### config.mk
export PLATFORM = sky130hd
export DESIGN_NAME = gpr_fwd_scoreboard
export DESIGN_NICKNAME = d
export VERILOG_FILES = /design/src/rtl/gpr_fwd_scoreboard.sv
export SDC_FILE = /design/constraint.sdc
export NUM_CORES = 1
export LEC_CHECK = 0
export ABC_CLOCK_PERIOD_IN_PS = 3900
export CORE_MARGIN = 8
export CORE_UTILIZATION = 41
export DETAILED_ROUTE_END_ITERATION = 10
export PLACE_DENSITY = 0.87
export SETUP_SLACK_MARGIN = 0.2
export SYNTH_ARGS = -nofsm -noshare
export SYNTH_HDL_FRONTEND = slang
export SYNTH_SLANG_ARGS = --single-unit
### constraint.sdc
create_clock -name clk -period 3.9 [get_ports clk]
set_clock_uncertainty 0.15 [all_clocks]
set_input_delay 0.39 -clock clk [delete_from_list [all_inputs] [get_ports clk]]
set_output_delay 0.39 -clock clk [all_outputs]
set_load 0.01 [all_outputs]
### src/rtl/gpr_fwd_scoreboard.sv
// GPR operand forwarding with a long-latency (mul/div) write scoreboard.
// Each read port picks its operand from the youngest matching pipeline
// stage, then from a completing long op, else from the register file,
// and raises stall when the operand it needs has not been produced yet.
module gpr_fwd_scoreboard #(
    parameter int NUM_PORTS  = 2,
    parameter int NUM_STAGES = 3,
    parameter int LOP_DEPTH  = 4
) (
    input  logic                    clk,
    input  logic                    rst,
    input  logic [32*NUM_PORTS-1:0] regFile,
    input  logic [5*NUM_PORTS-1:0]  regRequest,
    input  logic [NUM_PORTS-1:0]    EN,
    input  logic [5*NUM_STAGES-1:0] stage_wb,
    input  logic [NUM_STAGES-1:0]   stage_dv,
    input  logic [32*NUM_STAGES-1:0] stage_data,
    input  logic                    lop_start,
    input  logic [4:0]              lop_wb,
    input  logic                    lop_done,
    input  logic [31:0]             lop_data,
    output logic [32*NUM_PORTS-1:0] dataOut,
    output logic                    stall,
    output logic                    lop_full,
    output logic                    lop_err
);

    localparam int PTR_W = $clog2(LOP_DEPTH);
    localparam int CNT_W = PTR_W + 1;
    localparam logic [CNT_W-1:0] DEPTH_CNT = CNT_W'(LOP_DEPTH);

    logic [4:0]           lop_q_reg [LOP_DEPTH];
    logic [PTR_W-1:0]     rd_ptr_reg;
    logic [PTR_W-1:0]     wr_ptr_reg;
    logic [CNT_W-1:0]     count_reg;
    logic [CNT_W-1:0]     count_next;
    logic                 err_reg;

    logic                 q_full;
    logic                 q_empty;
    logic                 push;
    logic                 pop;
    logic                 err_set;
    logic [LOP_DEPTH-1:0] slot_valid;
    logic [LOP_DEPTH-1:0] head_onehot;
    logic [NUM_PORTS-1:0] port_stall;

    assign q_full  = (count_reg == DEPTH_CNT);
    assign q_empty = (count_reg == '0);

    // A pop at full frees the slot for a same-cycle push; a done with an
    // empty queue is never a pop, even when a push arrives with it.
    assign push    = lop_start && (!q_full || lop_done);
    assign pop     = lop_done && !q_empty;
    assign err_set = (lop_start && q_full && !lop_done) ||
                     (lop_done && q_empty && !lop_start);

    assign count_next  = count_reg + CNT_W'(push) - CNT_W'(pop);
    assign head_onehot = {{(LOP_DEPTH-1){1'b0}}, 1'b1} << rd_ptr_reg;

    assign lop_full = q_full;
    assign lop_err  = err_reg;
    assign stall    = |port_stall;

    // Scoreboard pointers, occupancy and sticky protocol error.
    always_ff @(posedge clk) begin
        if (rst) begin
            rd_ptr_reg <= '0;
            wr_ptr_reg <= '0;
            count_reg  <= '0;
            err_reg    <= 1'b0;
        end else begin
            if (push) wr_ptr_reg <= wr_ptr_reg + PTR_W'(1);
            if (pop)  rd_ptr_reg <= rd_ptr_reg + PTR_W'(1);
            count_reg <= count_next;
            if (err_set) err_reg <= 1'b1;
        end
    end

    // Destination storage; stale slots are masked by slot_valid, so no reset.
    always_ff @(posedge clk) begin
        if (!rst && push) lop_q_reg[wr_ptr_reg] <= lop_wb;
    end

    // A slot is live when its distance from the head is below the count.
    for (genvar gi = 0; gi < LOP_DEPTH; gi++) begin : g_slot
        logic [PTR_W-1:0] slot_off;
        assign slot_off       = PTR_W'(gi) - rd_ptr_reg;
        assign slot_valid[gi] = ({1'b0, slot_off} < count_reg);
    end

    for (genvar gi = 0; gi < NUM_PORTS; gi++) begin : g_port
        logic [4:0]           req;
        logic [31:0]          rf_data;
        logic                 active;
        logic                 stg_hit;
        logic                 stg_dv;
        logic [31:0]          stg_data;
        logic [LOP_DEPTH-1:0] lop_match;
        logic [31:0]          port_data;
        logic                 port_stall_c;

        assign req     = regRequest[5*gi +: 5];
        assign rf_data = regFile[32*gi +: 32];
        assign active  = EN[gi] && (req != 5'd0) && !rst;

        // Youngest matching stage wins: scan oldest-first so lower index overwrites.
        always_comb begin
            stg_hit  = 1'b0;
            stg_dv   = 1'b0;
            stg_data = '0;
            for (int s = NUM_STAGES - 1; s >= 0; s--) begin
                if (stage_wb[5*s +: 5] == req) begin
                    stg_hit  = 1'b1;
                    stg_dv   = stage_dv[s];
                    stg_data = stage_data[32*s +: 32];
                end
            end
        end

        // Live scoreboard slots holding this port's register.
        always_comb begin
            lop_match = '0;
            for (int i = 0; i < LOP_DEPTH; i++) begin
                lop_match[i] = slot_valid[i] && (lop_q_reg[i] == req);
            end
        end

        // Operand select: pipeline first, then long op, else register file.
        always_comb begin
            port_data    = rf_data;
            port_stall_c = 1'b0;
            if (active) begin
                if (stg_hit) begin
                    if (stg_dv) port_data = stg_data;
                    else        port_stall_c = 1'b1;
                end else if (lop_match != '0) begin
                    if (lop_match == head_onehot && lop_done) port_data = lop_data;
                    else                                      port_stall_c = 1'b1;
                end
            end
        end

        assign dataOut[32*gi +: 32] = port_data;
        assign port_stall[gi]       = port_stall_c;
    end

endmodule

Yosys cells after proc, flatten, opt, wreduce, memory -nomap -nowiden --
Memories as Yosys holds them, arrays and structs flattened. Index checks and enable logic that the tools add are counted.
Operators by class: add/subtract/negate cells 8, $lt $le $gt $ge 4, equality and inequality tests 17, shifts and indexed selects 1, muxes and demuxes 40, reductions and logical operators 34
Operators by type and width (number):
- $mux W32 | 16
- $eq A5 B5 Y1 | 14
- $mux W1 | 24
- $logic_and A1 B1 Y1 | 21
- $lt A2 B3 Y1 | 4
- $reduce_bool A5 Y1 | 2
- $eq A4 B4 Y1 | 2
- $reduce_bool A4 Y1 | 2
- $logic_not A1 Y1 | 5
- $add A2 B1 Y2 const B | 2
- $shl A1 B2 Y4 const A | 1
- $sub A1 B2 Y2 const A | 2
- $sub A2 B2 Y2 const A | 2
- $add A3 B1 Y3 | 1
- $eq A3 B3 Y1 const B | 1
- $logic_not A3 Y1 | 1
- $sub A3 B1 Y3 | 1
- $logic_or A1 B1 Y1 | 2
- $reduce_or A2 Y1 | 1
Word-level totals: register bits after elaboration 8, bits in writable memories 20, input port bits 231, output and inout port bits 67, word-level logic and storage cells 109, memories kept 1
Memory list:
- lop_q_reg | words 4, width 5, read ports 4, clocked after memory_dff 0, write ports 1, RTL line 32 | logic [4:0] lop_q_reg [LOP_DEPTH];

Longest topological paths before layout --
Gate-level depths: netlist of the first run.
depth after elaboration 10, depth in mapped cells 13, mapped depth without buffers 12

Least setup slack after synthesis of the first run --
Ideal clock, no wire load.
path type register to output, from reg rd_ptr_reg[0], to out dataOut[33], arrival time 2.759 ns, required time 3.360 ns, slack 0.601 ns, stages on the path, launching flop included 14, buffers on the path 1, cell sequence dfxtp_1 inv_1 ha_1 inv_1 ha_1 nand2b_1 o22ai_1 nor4_1 xnor2_1 nand2_1 nor3_2 buf_2 a21oi_1 o2bb2ai_1
Between the ends: longest elaborated chain between the ends 9, elaborated cells between the ends (all ways) 20, classes of those cells add/sub: 4; order compare: 4; eq/ne: 1; shift: 1; mux: 4; reduce/logical: 6
Ends and longest elaborated chain:
- from (decl) | RTL line 33 | logic [PTR_W-1:0] rd_ptr_reg;
- from (signal assigned) | RTL line 74 | if (pop) rd_ptr_reg <= rd_ptr_reg + PTR_W'(1);
- $sub A1 B2 Y2 (*) | RTL line 88 | assign slot_off = PTR_W'(gi) - rd_ptr_reg;
- named net g_slot[1].slot_off[0] | RTL line 87 | logic [PTR_W-1:0] slot_off;
- $lt A2 B3 Y1 (*) | RTL line 89 | assign slot_valid[gi] = ({1'b0, slot_off} < count_reg);
- $logic_and A1 B1 Y1 (*) | RTL line 125 | lop_match[i] = slot_valid[i] && (lop_q_reg[i] == req);
- $eq A4 B4 Y1 | RTL line 138 | if (lop_match == head_onehot && lop_done) port_data = lop_data;
- $logic_and A1 B1 Y1 | RTL line 138
- $mux W32 | RTL line 138
- $mux W32 (*) | RTL line 137 | end else if (lop_match != '0) begin
- $mux W32 (*) | RTL line 134 | if (stg_hit) begin
- $mux W32 (*) | RTL line 133 | if (active) begin
- to (decl) | RTL line 22 | output logic [32*NUM_PORTS-1:0] dataOut,
Mark *: on every way through the listed nets, which the timed path passes. The rest lies on a longest branch.

Worst setup path after layout of the first run --
from reg rd_ptr_reg[0], to out dataOut[16]
Same word-level chain as after synthesis.

==> flow_metrics.env, run 1 <==
export IMPL_routed_top_layer="met5"
export IMPL_synth_most_common_cell="a21oi_1"
export IMPL_via_per_inst=6.37
export IMPL_cp_depth=17
export IMPL_cap_violations=0
export IMPL_fin_area_um2=9730
export IMPL_ff2ff_path_depth=9
export IMPL_synth_ff_type="edfxtp_1"
export IMPL_grt_setup_unrepaired="yes"
export IMPL_synth_cell_type_count=42
export IMPL_postRouteWirelength_um=30600
export IMPL_muxShareOfSynthArea=0.0656
export IMPL_clock_sinks=28
export IMPL_track_usage=0.308
export IMPL_wl_per_cell_um=24.4
export IMPL_cts_buffers=3
export IMPL_placed_area_um2=9260
export IMPL_max_clock_path_buffers=2
export IMPL_synth_top_cells_by_count="100 x a21oi_1, 96 x o2bb2ai_1, 71 x nand3_1"
export IMPL_worstMarginPinSlew_ns=0.635
export IMPL_area_delta_synth_final_pct=77.1
export IMPL_drt_met1_wl_um=10600
export IMPL_synthArstFlopShare=0
export IMPL_wl_met3_um=3170
export IMPL_cp_end_kind="primary output"
export IMPL_initial_core_util=0.417
export IMPL_hold_violations=0
export IMPL_ctsRootBufferMaster="clkbuf_16"
export IMPL_syn_instance_count=748
export IMPL_path_cells="inv_2 -> ha_4 -> inv_4 -> ha_4 -> nand2b_4 -> o22ai_4 -> nor4_2 -> buf_4 -> xnor2_2 -> nand4_1 -> buf_4 -> buf_6 -> nor2_4 -> o21bai_4 -> clkbuf_16 -> o2bb2ai_2 -> buf_2"
export IMPL_leakagePower_nw=3.56
export IMPL_die_x_um=132
export IMPL_finalSetupTns_ns=0
export IMPL_crit_buf_inv=7
export IMPL_met2_wirelength_um=14400
export IMPL_max_slew_margin=0.577
export IMPL_avgSynthCellArea_um2=7.35
export IMPL_synth_area_leaders="o2bb2ai_1 15%, edfxtp_1 11%, a21oi_1 9.1%, xor2_1 7.2%, mux2i_1 6.6%"
export IMPL_synth_top_area_share=0.153
export IMPL_grt_pass1_vias=7489
export IMPL_required_ns=3.36
export IMPL_largest_reg_flops=20
export IMPL_setup_viol=0
export IMPL_cpPeakStageDelay_ns=0.33
export IMPL_whs_path_depth=2
export IMPL_crit_path_top_delay_cell="dfxtp_2"
export IMPL_routabilityCongestion=0.995
export IMPL_fin_crit_sh=0.949
export IMPL_max_clock_freq_mhz=270
export IMPL_drv_slew=0
export IMPL_cp_start_kind="flip-flop"
export IMPL_ys_seq_area_frac=0.138
export IMPL_crit_arrival_ns=3.16
export IMPL_cts_max_level=1
export IMPL_dieArea_um2=17400
export IMPL_grt_pass1_wl_um=43300
export IMPL_ant_nets=0
export IMPL_dr_first_iter_drc_count=1152
export IMPL_outcome="completed"
export IMPL_period_needed_ns=3.70
export IMPL_crit_fanout=8
export IMPL_cts_tree="done"
export IMPL_drc_errors=0
export IMPL_synth_fa_ha_area_frac=0.0355
export IMPL_powerDensity_nw_per_um2=216
export IMPL_core_area_um2=13200
export IMPL_grt_ovfl_total=0
export IMPL_clkTransAtPathRegs_ns=0.06
export IMPL_total_power_mw=2.10
export IMPL_place_port_buffers=297
export IMPL_crit_type="reg -> out"
export IMPL_dp_hpwl_um=22200
export IMPL_place_ws_ns=-0.0903
export IMPL_fp_dieH_um=132
export IMPL_yosysWarnings=0
export IMPL_syn_area_um2=5500
export IMPL_synth_compound_area_frac=0.388
export IMPL_antenna_found_initial=6
export IMPL_yosysTopAreaCell="o2bb2ai_1"
export IMPL_drive_gt1_frac=0.204
export IMPL_synth_top_family_by_area="compound AO/OA/AOI/OAI gates"
export IMPL_cpLargestDelayFamily="buffers and inverters"
export IMPL_synth_nets=994
export IMPL_synth_edf_count=20
export IMPL_yosys_area_share_xor_xnor=0.123
export IMPL_drtPass1Iterations=6
export IMPL_hp_class="reg -> reg"
export IMPL_utilization=0.738
export IMPL_irDropWorstVdd_mv=0.449
export IMPL_finalWorstSetupSlack_ns=0.198
export IMPL_vias=7998
export IMPL_num_io_pins=298
export IMPL_clock_latency_ns=0.27
export IMPL_num_nets_final=1323
export IMPL_grt_max_degree=40
export IMPL_yosys_area_share_simple=0.173
export IMPL_rows=42
export IMPL_synth_ff_latch_count=28
export IMPL_fillers=990
==> stage by stage <==
step	hold slack [ns]	instances
floorplan	0.339	748
global placement	0.305	1228
detailed placement	0.331	1228
CTS	0.348	1242
global route	0.403	1256
finish	0.334	1256
==> layout by cell type (no fill, tap or decap), types with 13 or more instances in the layout <==
master	netlist	layout
edfxtp_1	20	20
clkbuf_2	0	36
buf_4	6	74
o21ai_0	67	65
buf_12	0	22
nand2_1	42	42
xor2_1	45	45
xnor2_1	32	31
clkdlybuf4s50_1	0	226
nor2_1	19	18
a221o_1	32	32
buf_6	3	13
buf_2	28	18
nand3_1	71	71
o2bb2ai_1	96	78
a21oi_1	100	99
mux2i_1	36	36
==> final cells by class <==
class	count	area [um2]	share of cell area
Tap cell	176	220	0.0226
Sequential cell	28	763	0.0784
Clock inverter	1	30.0	0.00309
Multi-Input combinational cell	628	4670	0.479
Inverter	13	51.3	0.00527
Clock buffer	3	75.1	0.00771
Antenna cell	4	10.0	0.00103
Timing Repair Buffer	403	3920	0.402
==> what timing repair did <==
| item | 4_1_cts | 5_1_grt |
|---|---|---|
| buffers inserted | 8 | 5 |
| endpoints found under the setup margin | 65 | 65 |
| gates cloned | 2 | 5 |
| gates resized for setup | 131 | 163 |
| hold buffers | 0 | 0 |
| pin swaps | 10 | 22 |
==> metal layers <==
layer | vias up | global-route usage
li1 | 3510 | -
met1 | 3699 | 0.347
met2 | 601 | 0.529
met3 | 184 | 0.0606
met4 | 4 | 0.183
met5 | - | 0
==> worst paths after layout <==
path	start	end	slack [ns]
min	lop_err$_SDFFE_PP0P_	lop_err$_SDFFE_PP0P_	0.33
max reg2reg	count_reg[2]$_SDFF_PP0_	count_reg[2]$_SDFF_PP0_	1.38
max	rd_ptr_reg[0]$_SDFFE_PP0P_	dataOut[16]	0.20
min reg2reg	lop_err$_SDFFE_PP0P_	lop_err$_SDFFE_PP0P_	0.33
==> worst reg2reg max path, delay by kind of cell, from the launching register on <==
family / cells / cell delay [ns]
AOI/OAI and AO/OA: 1 / 0.58
xor gates and xnor gates: 1 / 0.17
adders and majority gates: 3 / 0.80
buffers and inverters: 3 / 0.21
DFF: 1 / 0.43
and+or+nand+nor: 1 / 0.06
==> report_power, final <==
| part | total, mW | switching (mW) | leakage, nW | internal, mW |
|---|---|---|---|---|
| registers | 0.388 | 0.0338 | 0.248 | 0.354 |
| logic | 1.41 | 0.670 | 3.26 | 0.743 |
| clock network | 0.301 | 0.0963 | 0.0511 | 0.204 |
| total | 2.10 | 0.800 | 3.56 | 1.30 |
==> cells by family after synthesis <==
logic type,count (synthesis)
mux,36
fa+ha+maj,15
buf+inv,92
simple gates,188
flops,28
xor+xnor,77
compound gates,312
Power figures use the tool's default switching activity.
==> run 2: changes to the inputs <==
--- a/config.mk
+++ b/config.mk
@@ -5,7 +5,6 @@
 export SDC_FILE = /design/constraint.sdc
 export NUM_CORES = 1
 export LEC_CHECK = 0
-export ABC_CLOCK_PERIOD_IN_PS = 3900
 export CORE_MARGIN = 8
 export CORE_UTILIZATION = 41
 export DETAILED_ROUTE_END_ITERATION = 10
==> results of run 2 <==
No change in the layout: final DEF, timing and power equal those of run 1.
